--- config.mk ---
export PLATFORM = sky130hd
export DESIGN_NAME = mux_n_interleaver_flat
export DESIGN_NICKNAME = d
export VERILOG_FILES = /design/src/rtl/mux_n_interleaver_if.sv /design/src/rtl/mux_n_interleaver.sv /design/src/flat_wrapper.sv
export SDC_FILE = /design/constraint.sdc
export NUM_CORES = 1
export LEC_CHECK = 0
export CAP_MARGIN = 20
export CORE_ASPECT_RATIO = 0.8
export CORE_MARGIN = 2
export CORE_UTILIZATION = 45
export CTS_CLUSTER_SIZE = 10
export DETAILED_ROUTE_END_ITERATION = 8
export DONT_BUFFER_PORTS = 1
export SYNTH_ARGS = -nofsm -noshare
export SYNTH_HDL_FRONTEND = slang
export SYNTH_SLANG_ARGS = --single-unit
--- constraint.sdc ---
create_clock -name clk8f -period 1.7 [get_ports clk8f]
set_input_delay 0.34 -clock clk8f [delete_from_list [all_inputs] [get_ports clk8f]]
set_output_delay 0.34 -clock clk8f [all_outputs]
set_load 0.05 [all_outputs]
--- src/rtl/mux_n_interleaver_if.sv ---
// mux_n_interleaver_if: parallel capture inputs and serial interleaved outputs of mux_n_interleaver
// ch_out is present only when MUX_N_INTERLEAVER_CH_TAG_EN is defined
interface mux_n_interleaver_if #(parameter int NUM_CH = 4, parameter int WIDTH = 8);
  logic [NUM_CH*WIDTH-1:0] data_in;
  logic [NUM_CH-1:0] valid_in;
  logic [NUM_CH-1:0] ch_mask;
  logic sample_req;
  logic [WIDTH-1:0] data_out;
  logic valid_out;
  logic frame_sync;
`ifdef MUX_N_INTERLEAVER_CH_TAG_EN
  logic [$clog2(NUM_CH)-1:0] ch_out;
  modport master (output data_in, valid_in, ch_mask, input sample_req, data_out, valid_out, frame_sync, ch_out);
  modport slave (input data_in, valid_in, ch_mask, output sample_req, data_out, valid_out, frame_sync, ch_out);
`else
  modport master (output data_in, valid_in, ch_mask, input sample_req, data_out, valid_out, frame_sync);
  modport slave (input data_in, valid_in, ch_mask, output sample_req, data_out, valid_out, frame_sync);
`endif
endinterface

--- src/rtl/mux_n_interleaver.sv ---
// mux_n_interleaver: captures NUM_CH channels once per frame and serialises them one slot per cycle.
// Defining MUX_N_INTERLEAVER_CH_TAG_EN adds a registered ch_out slot tag.
module mux_n_interleaver #(
  parameter int NUM_CH = 4,
  parameter int WIDTH = 8
) (
  input logic clk8f,
  input logic reset,
  mux_n_interleaver_if.slave bus
);
  localparam int CW = $clog2(NUM_CH);
  localparam logic [CW-1:0] LAST = CW'(NUM_CH - 1);
  logic [CW-1:0] cnt;
  logic [NUM_CH-1:0][WIDTH-1:0] bank;
  logic [NUM_CH-1:0] bank_v;
  logic cap;
  assign cap = cnt == LAST;
  assign bus.sample_req = cap;
  // the last slot of the old bank is read with pre-edge values while the bank reloads
  always_ff @(posedge clk8f or posedge reset) begin
    if (reset) begin
      cnt <= '0;
      bank <= '0;
      bank_v <= '0;
      bus.data_out <= '0;
      bus.valid_out <= 1'b0;
      bus.frame_sync <= 1'b0;
`ifdef MUX_N_INTERLEAVER_CH_TAG_EN
      bus.ch_out <= '0;
`endif
    end else begin
      cnt <= cap ? '0 : cnt + 1'b1;
      if (cap) begin
        bank <= bus.data_in;
        bank_v <= bus.valid_in & bus.ch_mask;
      end
      bus.valid_out <= bank_v[cnt];
      if (bank_v[cnt]) bus.data_out <= bank[cnt];
      bus.frame_sync <= cnt == '0;
`ifdef MUX_N_INTERLEAVER_CH_TAG_EN
      bus.ch_out <= cnt;
`endif
    end
  end
endmodule

--- src/flat_wrapper.sv ---
// flat-port wrapper written by rule: the top's interface ports become plain ports
module mux_n_interleaver_flat 
#(
  parameter int NUM_CH = 4,
  parameter int WIDTH = 8
)
  (clk8f, reset, bus_data_in, bus_valid_in, bus_ch_mask, bus_sample_req, bus_data_out, bus_valid_out, bus_frame_sync);
  mux_n_interleaver_if #(.NUM_CH(NUM_CH), .WIDTH(WIDTH)) bus_i ();
  input logic clk8f;
  input logic reset;
  input wire logic [$bits(bus_i.data_in)-1:0] bus_data_in;
  input wire logic [$bits(bus_i.valid_in)-1:0] bus_valid_in;
  input wire logic [$bits(bus_i.ch_mask)-1:0] bus_ch_mask;
  output wire logic [$bits(bus_i.sample_req)-1:0] bus_sample_req;
  output wire logic [$bits(bus_i.data_out)-1:0] bus_data_out;
  output wire logic [$bits(bus_i.valid_out)-1:0] bus_valid_out;
  output wire logic [$bits(bus_i.frame_sync)-1:0] bus_frame_sync;
  assign bus_i.data_in = bus_data_in;
  assign bus_i.valid_in = bus_valid_in;
  assign bus_i.ch_mask = bus_ch_mask;
  assign bus_sample_req = bus_i.sample_req;
  assign bus_data_out = bus_i.data_out;
  assign bus_valid_out = bus_i.valid_out;
  assign bus_frame_sync = bus_i.frame_sync;
  mux_n_interleaver #(.NUM_CH(NUM_CH), .WIDTH(WIDTH)) u_core (.clk8f(clk8f), .reset(reset), .bus(bus_i));
endmodule
=== After elaboration in Yosys (flattened, before gate mapping) ===
Index checks and enable logic that the tools add are counted.
W data, S select, Z words.

* Register bits: 48
* Input port bits: 42
* Output and inout port bits: 11
* Logic and storage cells: 19

* $add $sub $neg: 1
* Order comparisons: 1
* Equality and inequality tests: 1
* Multiplexer cells: 5
* Bitwise gates (word level): 1
* Reduce and logical (&&, ||, !) cells: 1

{| class="wikitable"
|+ Operators by type and width
! operator !! count
|-
| $bmux W8 S2 || 1
|-
| $mux W8 || 1
|-
| $and A4 B4 Y4 || 1
|-
| $lt A2 B3 Y1 const B || 1
|-
| $add A2 B1 Y2 const B || 1
|-
| $bmux W1 S2 || 1
|-
| $eq A2 B2 Y1 const B || 1
|-
| $logic_not A2 Y1 || 1
|-
| $mux W2 || 1
|-
| $mux W1 || 1
|}

=== Longest topological paths before layout ===
Gate-level depths: netlist of run 1.

* Depth in word-level cells: 2
* Mapped depth: 5
* Mapped depth without buffers: 3

=== Worst setup path after synthesis of run 1 ===
No wires, ideal clock.

* Path type: register to register
* Start: reg u_core.cnt[0]
* End: reg u_core.bus.data_out[0]
* Library setup time: 0.125 ns
* Data arrival time: 1.355 ns
* Slack: 0.219 ns
* Cell stages (with the launch flop): 4
* Buffers on the path: 1
* Cells stage by stage: dfrtp_1 buf_4 mux4_2 mux2_4

* Word-level cells in the longest chain between the ends: 2
* Elaborated cells between the ends (all ways): 4

{| class="wikitable"
|+ RTL lines
! item !! RTL line !! RTL
|-
| start, declared || mux_n_interleaver.sv:13 || <nowiki>logic [CW-1:0] cnt;</nowiki>
|-
| start signal, assigned || mux_n_interleaver.sv:32 || <nowiki>cnt <= cap ? '0 : cnt + 1'b1;</nowiki>
|-
| $bmux W8 S2 / $bmux W1 S2 (equally long branches) || mux_n_interleaver.sv:38 || <nowiki>if (bank_v[cnt]) bus.data_out <= bank[cnt];</nowiki>
|-
| $mux W8 (not written as such) / $mux W1 (equally long branches) || mux_n_interleaver.sv:38 ||
|-
| end signal, assigned || mux_n_interleaver.sv:38 ||
|-
| end, declared || mux_n_interleaver_if.sv:17 || <nowiki>modport slave (input data_in, valid_in, ch_mask, output sample_req, data_out, valid_out, frame_sync);</nowiki>
|}

Parallel ways exist; a longest one is shown, timed or not. The select of a mux whose other input is x is not followed.
A chain may end at the register's enable or synchronous reset.

=== Worst setup path after layout of run 1 ===
* Start: reg u_core.cnt[0]
* End: out bus_sample_req

* Word-level cells in the longest chain between the ends: 1

{| class="wikitable"
|+ RTL lines
! item !! RTL line !! RTL
|-
| $eq A2 B2 Y1 || mux_n_interleaver.sv:17 || <nowiki>assign cap = cnt == LAST;</nowiki>
|-
| end, declared || flat_wrapper.sv:14 || <nowiki>output wire logic [$bits(bus_i.sample_req)-1:0] bus_sample_req;</nowiki>
|}

No other way between the ends.

==> results.toml, run 1 <==
[power]
powerDensity_mw_per_mm2 = 963
leakage_nw = 0.957
p_total_mw = 2.20
p_int_mw = 1.63
peakVddDrop_uv = 540
power_frac_seq_pct = 62.0
pwr-share-comb_pct = 6.4
p_sw_uw = 566
p_clk_share_pct = 31.6
netSwitchingFraction_pct = 25.8

[synthesis]
synth.distinct_cells = 13
synth_ff_type = "dfrtp_1"
ys_ff_latch = 48
async_flop_share_pct = 100
syn_area_mm2 = 0.00204
synthCells = 124
synthTopCellsByArea = "dfrtp_1 (59%), mux2_2 (18%), mux4_2 (9.9%), mux2_4 (5.9%), ha_1 (1.8%)"
yosysTopAreaCell = "dfrtp_1"
avgSynthCellArea_um2 = 16.4
syn_nets = 169
ys_warn_count = 0
synth.top_cells.by_count = "dfrtp_1 (48), mux2_2 (32), mux4_2 (9), mux2_4 (8), inv_1 (7)"
ys_seq_area_share_pct = 58.9
synth_edf_count = 0
synth.most_common_cell = "dfrtp_1"
synth.top_cell.area_share_pct = 58.9

[critical_path]
crit_family = "flip-flops"
worst_ep_required_time_ns = 1.36
critical_path_buf_inv_count = 2
worstPathCellList = "buf_6, ha_1, buf_12"
critical-path-slowest-cell = "dfrtp_1"
start_kind = "flip-flop"
worstPathArrival_ns = 1.27
end_kind = "output port"
worstSetupPathType = "flip-flop to output port"
worst-path-max-fanout = 9
cpPeakStageDelay_ns = 0.42

[hold_path]
worstHoldPathType = "input pin to flip-flop"

[routing]
viasPerCell = 5.24
post-route-drc-count = 0
drt_first_pass_iters = 3
vias = 1000
drt-total-wl_um = 3370
drt_iter0_markers = 80
ant_nets = 0
wire_per_inst_um = 17.6

[timing]
final-max-slew-violation-count = 0
fin_hold_ws_ns = 0.186
grt_setup_unrepaired = "false"
finalHoldViolCount = 0
relSlewSlack_pct = 66.4
fmax_mhz = 620
finClkSkew_ns = 0.00866
timing.final.crit_share_pct = 94.9
tightest_slew_ns = 0.504
tns_ns = 0
layout_min_cycle_time_ns = 1.61
setup_viol = 0

[cts]
path_clk_slew_ns = 0.09
cts_tree = "built"
cts_buffers = 5
cts.sinks = 48
clock_path_buffers = 2
clockRootBuffer = "clkbuf_8"
htree_levels = 2
clkLatencyLatePin_ns = 0.30

[global_routing]
grt_pass1_wl_um = 5730
antenna_found_initial = 0
grt_max_degree = 32
grt.total_usage_pct = 15.1
gr-total-overflow = 0
grt_pass1_vias = 1128

[finish]
nets = 178
drive_gt1_share_pct = 51.5
stdcell_area_mm2 = 0.00228
fin_util_pct = 53.6
num_antenna_cells = 0
syn_to_final_growth_pct = 12.0

[floorplan]
die_area_mm2 = 0.00509
core_area_mm2 = 0.00426
die_width_um = 79.2
initial_core_util_pct = 47.9
ios = 53
die_y_um = 64.2
rows = 21

[place]
place.gp.congestion = 0.707
port_buffers = 0
placed_cell_area_mm2 = 0.00216
hpwl_um = 2480

[job]
maxCapViolCount = 0

[status]
status = "finished, final reports clean"
layout make-up:
cell class	instances	area [um^2]
tap	57	71.3
clock buffer	6	82.6
inverter	7	26.3
fill	360	1970
multi-input combinational	61	767
sequential	48	1200
timing repair buffer	10	119
clock inverter	2	15.0
metrics by stage:
step | instances | setup WS, ns
final | 191 | 0.0863
after global routing | 191 | 0.0216
after CTS | 190 | 0.00991
after detailed placement | 181 | 0.122
after global placement | 181 | 0.159
after floorplan | 124 | 0.216
cells by family after synthesis:
kind of cell | count (synthesis) | share of synthesized area [%]
mux | 49 | 33.5
flops | 48 | 58.9
buf+inv | 15 | 3.56
simple gates | 5 | 1.17
compound gates | 4 | 0.982
fa+ha+maj | 3 | 1.84
routing by layer:
layer	global-route usage [%]	wire length, um
met4	6.47	48
met1	19.7	1540
met3	4.66	173
met5	0	0
met2	23.6	1600
path summary, 6_finish.rpt:
path / endpoint / startpoint / slack (ns) / depth (start not counted)
min: u_core.bank[26] / bus_data_in[26] / 0.19 / 1
max in group asynchronous: u_core.cnt[1] / reset / 0.71 / 3
min in group asynchronous: u_core.bus.data_out[1] / reset / 0.48 / 2
max reg2reg: u_core.bus.data_out[4] / u_core.cnt[0] / 0.14 / 2
min reg2reg: u_core.bank[26] / u_core.bank[26] / 0.51 / 1
max: bus_sample_req / u_core.cnt[0] / 0.09 / 3
power groups by stage:
stage	Sequential [mW]	Clock (mW)	Combinational [mW]
after floorplan	1.37	0	0.123
after global placement	1.39	0	0.136
after detailed placement	1.39	0	0.142
after CTS	1.37	0.723	0.144
after global routing	1.37	0.781	0.157
final	1.36	0.695	0.141
layout by cell type, fill, tap and decap left out, drive strengths merged:
cell type	netlist	layout
buf	6	9
clkbuf	2	6
clkinvlp	0	2
dfrtp	48	48
dlygate4sd3	0	1
ha	3	3
inv	7	7
mux2	40	40
mux4	9	9
nand3	4	4
nor2	1	1
o21ai	4	4
flip-flops by register name, indices dropped and copies added (netlist names):
signal and cells:
u_core.bank 32, u_core.bus.data_out 8, u_core.bank_v 4, u_core.cnt 2, u_core.bus.frame_sync 1, u_core.bus.valid_out 1
repair_timing:
action	CTS	global route
gates resized for setup	0	2
hold endpoints to repair	17	0
setup endpoints to repair	0	1
hold buffers	1	0
setup buffers	0	1
worst register-to-register path, stage by stage, from the launching register on:
cell and delay (ns):
dfrtp_1 0.41, mux4_2 0.69, mux2_4 0.35
No activity file was read; power rests on OpenSTA's default activity.
==> run 2, diff against run 1 <==
--- a/config.mk
+++ b/config.mk
@@ -6,7 +6,7 @@
 export NUM_CORES = 1
 export LEC_CHECK = 0
 export CAP_MARGIN = 20
-export CORE_ASPECT_RATIO = 0.8
+export CORE_ASPECT_RATIO = 0.7
 export CORE_MARGIN = 2
 export CORE_UTILIZATION = 45
 export CTS_CLUSTER_SIZE = 10
==> results.toml, run 2 (synthesis results as in run 1) <==
[status]
status = "finished, final reports clean"

[critical_path]
cpPeakStageDelay_ns = 0.42
end_kind = "output port"
worstSetupPathType = "flip-flop to output port"
worst_ep_required_time_ns = 1.36
crit_family = "flip-flops"
worstPathArrival_ns = 1.26
start_kind = "flip-flop"
critical-path-slowest-cell = "dfrtp_1"
worst-path-max-fanout = 8
worstPathCellList = "buf_6, ha_1, buf_12"
critical_path_buf_inv_count = 2
r2r_slack_ns = 0.12

[power]
powerDensity_mw_per_mm2 = 1010
leakage_nw = 0.965
peakVddDrop_uv = 473
netSwitchingFraction_pct = 24.1
pwr-share-comb_pct = 6.1
p_sw_uw = 551
p_int_mw = 1.74
power_frac_seq_pct = 59.5
p_clk_share_pct = 34.4

[routing]
drt-total-wl_um = 3410
drt_first_pass_iters = 5
post-route-drc-count = 0
viasPerCell = 5.49
drt_iter0_markers = 17
ant_nets = 0
vias = 1037
wire_per_inst_um = 18.0

[finish]
num_antenna_cells = 0
final_common_cell = "dfrtp_1"
largest_register = "u_core.bank"
drive_gt1_share_pct = 50.0
fillers = 370
reg_top3 = "u_core.bank: 32 flops, u_core.bus.data_out: 8 flops, u_core.bank_v: 4 flops"
syn_to_final_growth_pct = 11.7
largest_reg_flops = 32
most-common-layout-cells = "dfrtp_1 (48), mux2_2 (32), mux4_2 (9)"
multi_input_area_um2 = 767
nets = 178
area.sequential_mm2 = 0.00120
stdcell_area_mm2 = 0.00228
final_cells = 189

[timing]
fin_hold_ws_ns = 0.194
relSlewSlack_pct = 66.5
layout_min_cycle_time_ns = 1.60
setup_viol = 0
final-max-slew-violation-count = 0
timing.final.crit_share_pct = 93.8
tns_ns = 0
grt_setup_unrepaired = "false"
tightest_slew_ns = 0.502
finClkSkew_ns = 0.0101
finalHoldViolCount = 0
fmax_mhz = 627

[floorplan]
die_y_um = 60.3
initial_core_util_pct = 46.8
die_width_um = 84.4
ios = 53
rows = 20
die_area_mm2 = 0.00509
core_area_mm2 = 0.00435

[hold_path]
worstHoldPathType = "input pin to flip-flop"

[place]
hpwl_um = 2530
placed_cell_area_mm2 = 0.00216
place.gp.congestion = 0.768
port_buffers = 0
dp.cells = 180

[global_routing]
grt_pass1_vias = 1132
gr-total-overflow = 0
grt_max_degree = 25
grt_pass1_wl_um = 5780
grt.total_usage_pct = 15.3
antenna_found_initial = 0

[cts]
clkLatencyLatePin_ns = 0.29
htree_levels = 2
cts_tree = "built"
cts.sinks = 48
clock_path_buffers = 2
clockRootBuffer = "clkbuf_8"
cts_buffers = 5
path_clk_slew_ns = 0.09

[job]
maxCapViolCount = 0
[run 2: cell types whose count changed in the layout (fill, tap and decap cells not counted), sizes merged]
| cell | previous run | this run |
|---|---|---|
| clkinv | 0 | 1 |
| clkinvlp | 2 | 0 |
| bufinv | 0 | 1 |
[run 2: path summary, 6_finish.rpt]
| kind | start | depth (start not counted) | to |
|---|---|---|---|
| max | u_core.cnt[0] | 3 | bus_sample_req |
| min | bus_data_in[19] | 1 | u_core.bank[19] |
| max reg2reg | u_core.cnt[0] | 2 | u_core.bus.data_out[6] |
| min reg2reg | u_core.bank[29] | 1 | u_core.bank[29] |
| max in group asynchronous | reset | 3 | u_core.bank[21] |
| min in group asynchronous | reset | 3 | u_core.bank[10] |
[run 2: final cells by class]
| class | instances | area share (%) |
|---|---|---|
| multi-input cells | 61 | 33.7 |
| repair buffers | 10 | 4.67 |
| clock inverters | 2 | 1.54 |
| flip-flops and latches | 48 | 52.7 |
| clock buffers | 6 | 3.19 |
| inverters | 7 | 1.15 |
| well taps | 55 | 3.02 |
[run 2: through the flow]
step	setup slack, ns	utilization (%)	power (mW)
after floorplan	0.216	-	1.49
after global placement	0.185	49.5	1.52
after detailed placement	0.158	49.5	1.53
after CTS	0.0536	52.2	2.33
after global routing	0.0402	52.3	2.39
final	0.105	52.3	2.29
[run 2: metal layers]
metal | track usage, % | vias to the layer above | share of wire, %
met4 | 6.12 | 0 | 1.4
li1 | - | 461 | -
met1 | 18.1 | 539 | 42
met5 | 0 | - | 0
met3 | 6.08 | 4 | 7.3
met2 | 25.6 | 33 | 49
[run 2: timing repair]
| item | 4_1_cts | 5_1_grt |
|---|---|---|
| hold endpoints to repair | 48 | 0 |
| gates resized for setup | 0 | 1 |
| hold buffers | 1 | 0 |
| setup buffers | 0 | 0 |
| endpoints found under the setup margin | 0 | 1 |
[run 2: power by group through the flow]
stage	clock [mW]	combinational (mW)	sequential, mW
finish	0.788	0.139	1.36
global route	0.864	0.155	1.37
CTS	0.823	0.143	1.37
detailed placement	0	0.141	1.39
global placement	0	0.134	1.39
floorplan	0	0.123	1.37
==> run 3, diff against run 2 <==
--- a/config.mk
+++ b/config.mk
@@ -12,6 +12,7 @@
 export CTS_CLUSTER_SIZE = 10
 export DETAILED_ROUTE_END_ITERATION = 8
 export DONT_BUFFER_PORTS = 1
+export GPL_TIMING_DRIVEN = 0
 export SYNTH_ARGS = -nofsm -noshare
 export SYNTH_HDL_FRONTEND = slang
 export SYNTH_SLANG_ARGS = --single-unit
==> results.toml, run 3 (synthesis results as in run 1) <==
[status]
status = "finished, final reports clean"

[floorplan]
ios = 53
initial_core_util_pct = 46.8
die_y_um = 60.3
die_area_mm2 = 0.00509
rows = 20
core_area_mm2 = 0.00435
die_width_um = 84.4

[cts]
path_clk_slew_ns = 0.09
htree_levels = 2
clock_path_buffers = 2
cts_buffers = 5
cts_post_setup_buffers_inserted = 0
cts.sinks = 48
clkLatencyLatePin_ns = 0.30
clockRootBuffer = "clkbuf_8"
cts_tree = "built"

[global_routing]
gr-total-overflow = 0
grt_pass1_wl_um = 5930
antenna_found_initial = 0
grt.total_usage_pct = 16.2
met1_usage_pct = 21.5
use_met2_pct = 25.2
grt_max_degree = 30
grt_pass1_vias = 1154
grt-busiest-layer = "met2"
use_met3_pct = 5.11

[place]
dp.cells = 180
hpwl_um = 2630
port_buffers = 0
dp_slack_ns = 0.0586
place.gp.congestion = 0.808
placed_cell_area_mm2 = 0.00213

[power]
p_sw_uw = 561
pwr-share-comb_pct = 6.3
leakage_nw = 0.961
peakVddDrop_uv = 713
p_clk_share_pct = 34.7
powerDensity_mw_per_mm2 = 1030
power_frac_seq_pct = 59.1
netSwitchingFraction_pct = 24.4
p_int_mw = 1.74

[timing]
tns_ns = 0
setup_viol = 0
fmax_mhz = 621
finalHoldViolCount = 0
tightest_slew_ns = 0.500
fin_hold_ws_ns = 0.185
setup_ws_ns = 0.0900
timing.final.crit_share_pct = 94.7
layout_min_cycle_time_ns = 1.61
finClkSkew_ns = 0.00780
grt_setup_unrepaired = "true"
relSlewSlack_pct = 66.7
final-max-slew-violation-count = 0

[routing]
viasPerCell = 5.40
drt_first_pass_iters = 4
ant_nets = 0
vias = 1021
drt_iter0_markers = 23
post-route-drc-count = 0
wire_per_inst_um = 19.3
drt-total-wl_um = 3640

[critical_path]
crit_family = "multiplexers"
critical_path_buf_inv_count = 1
critical-path-slowest-cell = "mux4_2"
worst-path-max-fanout = 10
worstSetupPathType = "flip-flop to flip-flop"
start_kind = "flip-flop"
worst_ep_required_time_ns = 1.88
worstPathArrival_ns = 1.79
worstPathCellList = "buf_4, mux4_2, mux2_4"
end_kind = "flip-flop"
cpPeakStageDelay_ns = 0.53

[finish]
largest_reg_flops = 32
largest_register = "u_core.bank"
drive_gt1_share_pct = 48.5
final_common_cell = "dfrtp_1"
reg_top3 = "u_core.bank: 32 flops, u_core.bus.data_out: 8 flops, u_core.bank_v: 4 flops"
final_cells = 189
most-common-layout-cells = "dfrtp_1 (48), mux2_2 (32), mux4_2 (9)"
num_antenna_cells = 0
nets = 178
syn_to_final_growth_pct = 10.2
stdcell_area_mm2 = 0.00225

[hold_path]
worstHoldPathType = "input pin to flip-flop"

[job]
maxCapViolCount = 0
[run 3: per-layer routing]
| layer | vias to the layer above | share of wire [%] |
|---|---|---|
| met3 | 7 | 5.5 |
| met1 | 522 | 47 |
| li1 | 460 | - |
| met5 | - | 0 |
| met4 | 0 | 1.6 |
| met2 | 32 | 46 |
[run 3: power groups by stage]
stage | logic [mW] | registers, mW | clock network, mW
4_1_cts | 0.148 | 1.36 | 0.823
3_3_place_gp | 0.134 | 1.38 | 0
5_1_grt | 0.160 | 1.37 | 0.871
3_5_place_dp | 0.146 | 1.39 | 0
2_1_floorplan | 0.123 | 1.37 | 0
6_report | 0.145 | 1.36 | 0.798
[run 3: final cells by class]
cell class / instances / area (um^2)
clock inverters: 2 / 35.0
multi-input cells: 61 / 764
clock buffers: 6 / 72.6
fillers: 375 / 2110
flip-flops and latches: 48 / 1200
inverters: 7 / 26.3
well taps: 55 / 68.8
repair buffers: 2 / 30.0
plain buffers: 8 / 47.5
[run 3: final timing paths]
| check | from | to | slack [ns] | depth (start not counted) |
|---|---|---|---|---|
| worst max-delay path | u_core.cnt[0] | u_core.bus.data_out[6] | 0.09 | 3 |
| worst min register to register | u_core.bank[17] | u_core.bank[17] | 0.51 | 1 |
| worst min-delay path | bus_data_in[20] | u_core.bank[20] | 0.18 | 1 |
| max in group asynchronous | reset | u_core.bank[21] | 0.70 | 3 |
| min in group asynchronous | reset | u_core.bus.data_out[2] | 0.49 | 2 |
| worst max register to register | u_core.cnt[0] | u_core.bus.data_out[6] | 0.09 | 3 |
[run 3: metrics by stage]
stage                     utilization, %  total power [mW]
after floorplan                        -              1.49
after global placement              48.4              1.52
after detailed placement            48.9              1.53
after CTS                           51.6              2.33
after global routing                51.6              2.40
final                               51.6              2.30
[run 3: what timing repair did]
item	4_1_cts	5_1_grt
hold endpoints to repair	19	0
resized for setup	0	2
hold buffers	1	0
endpoints found under the setup margin	0	25
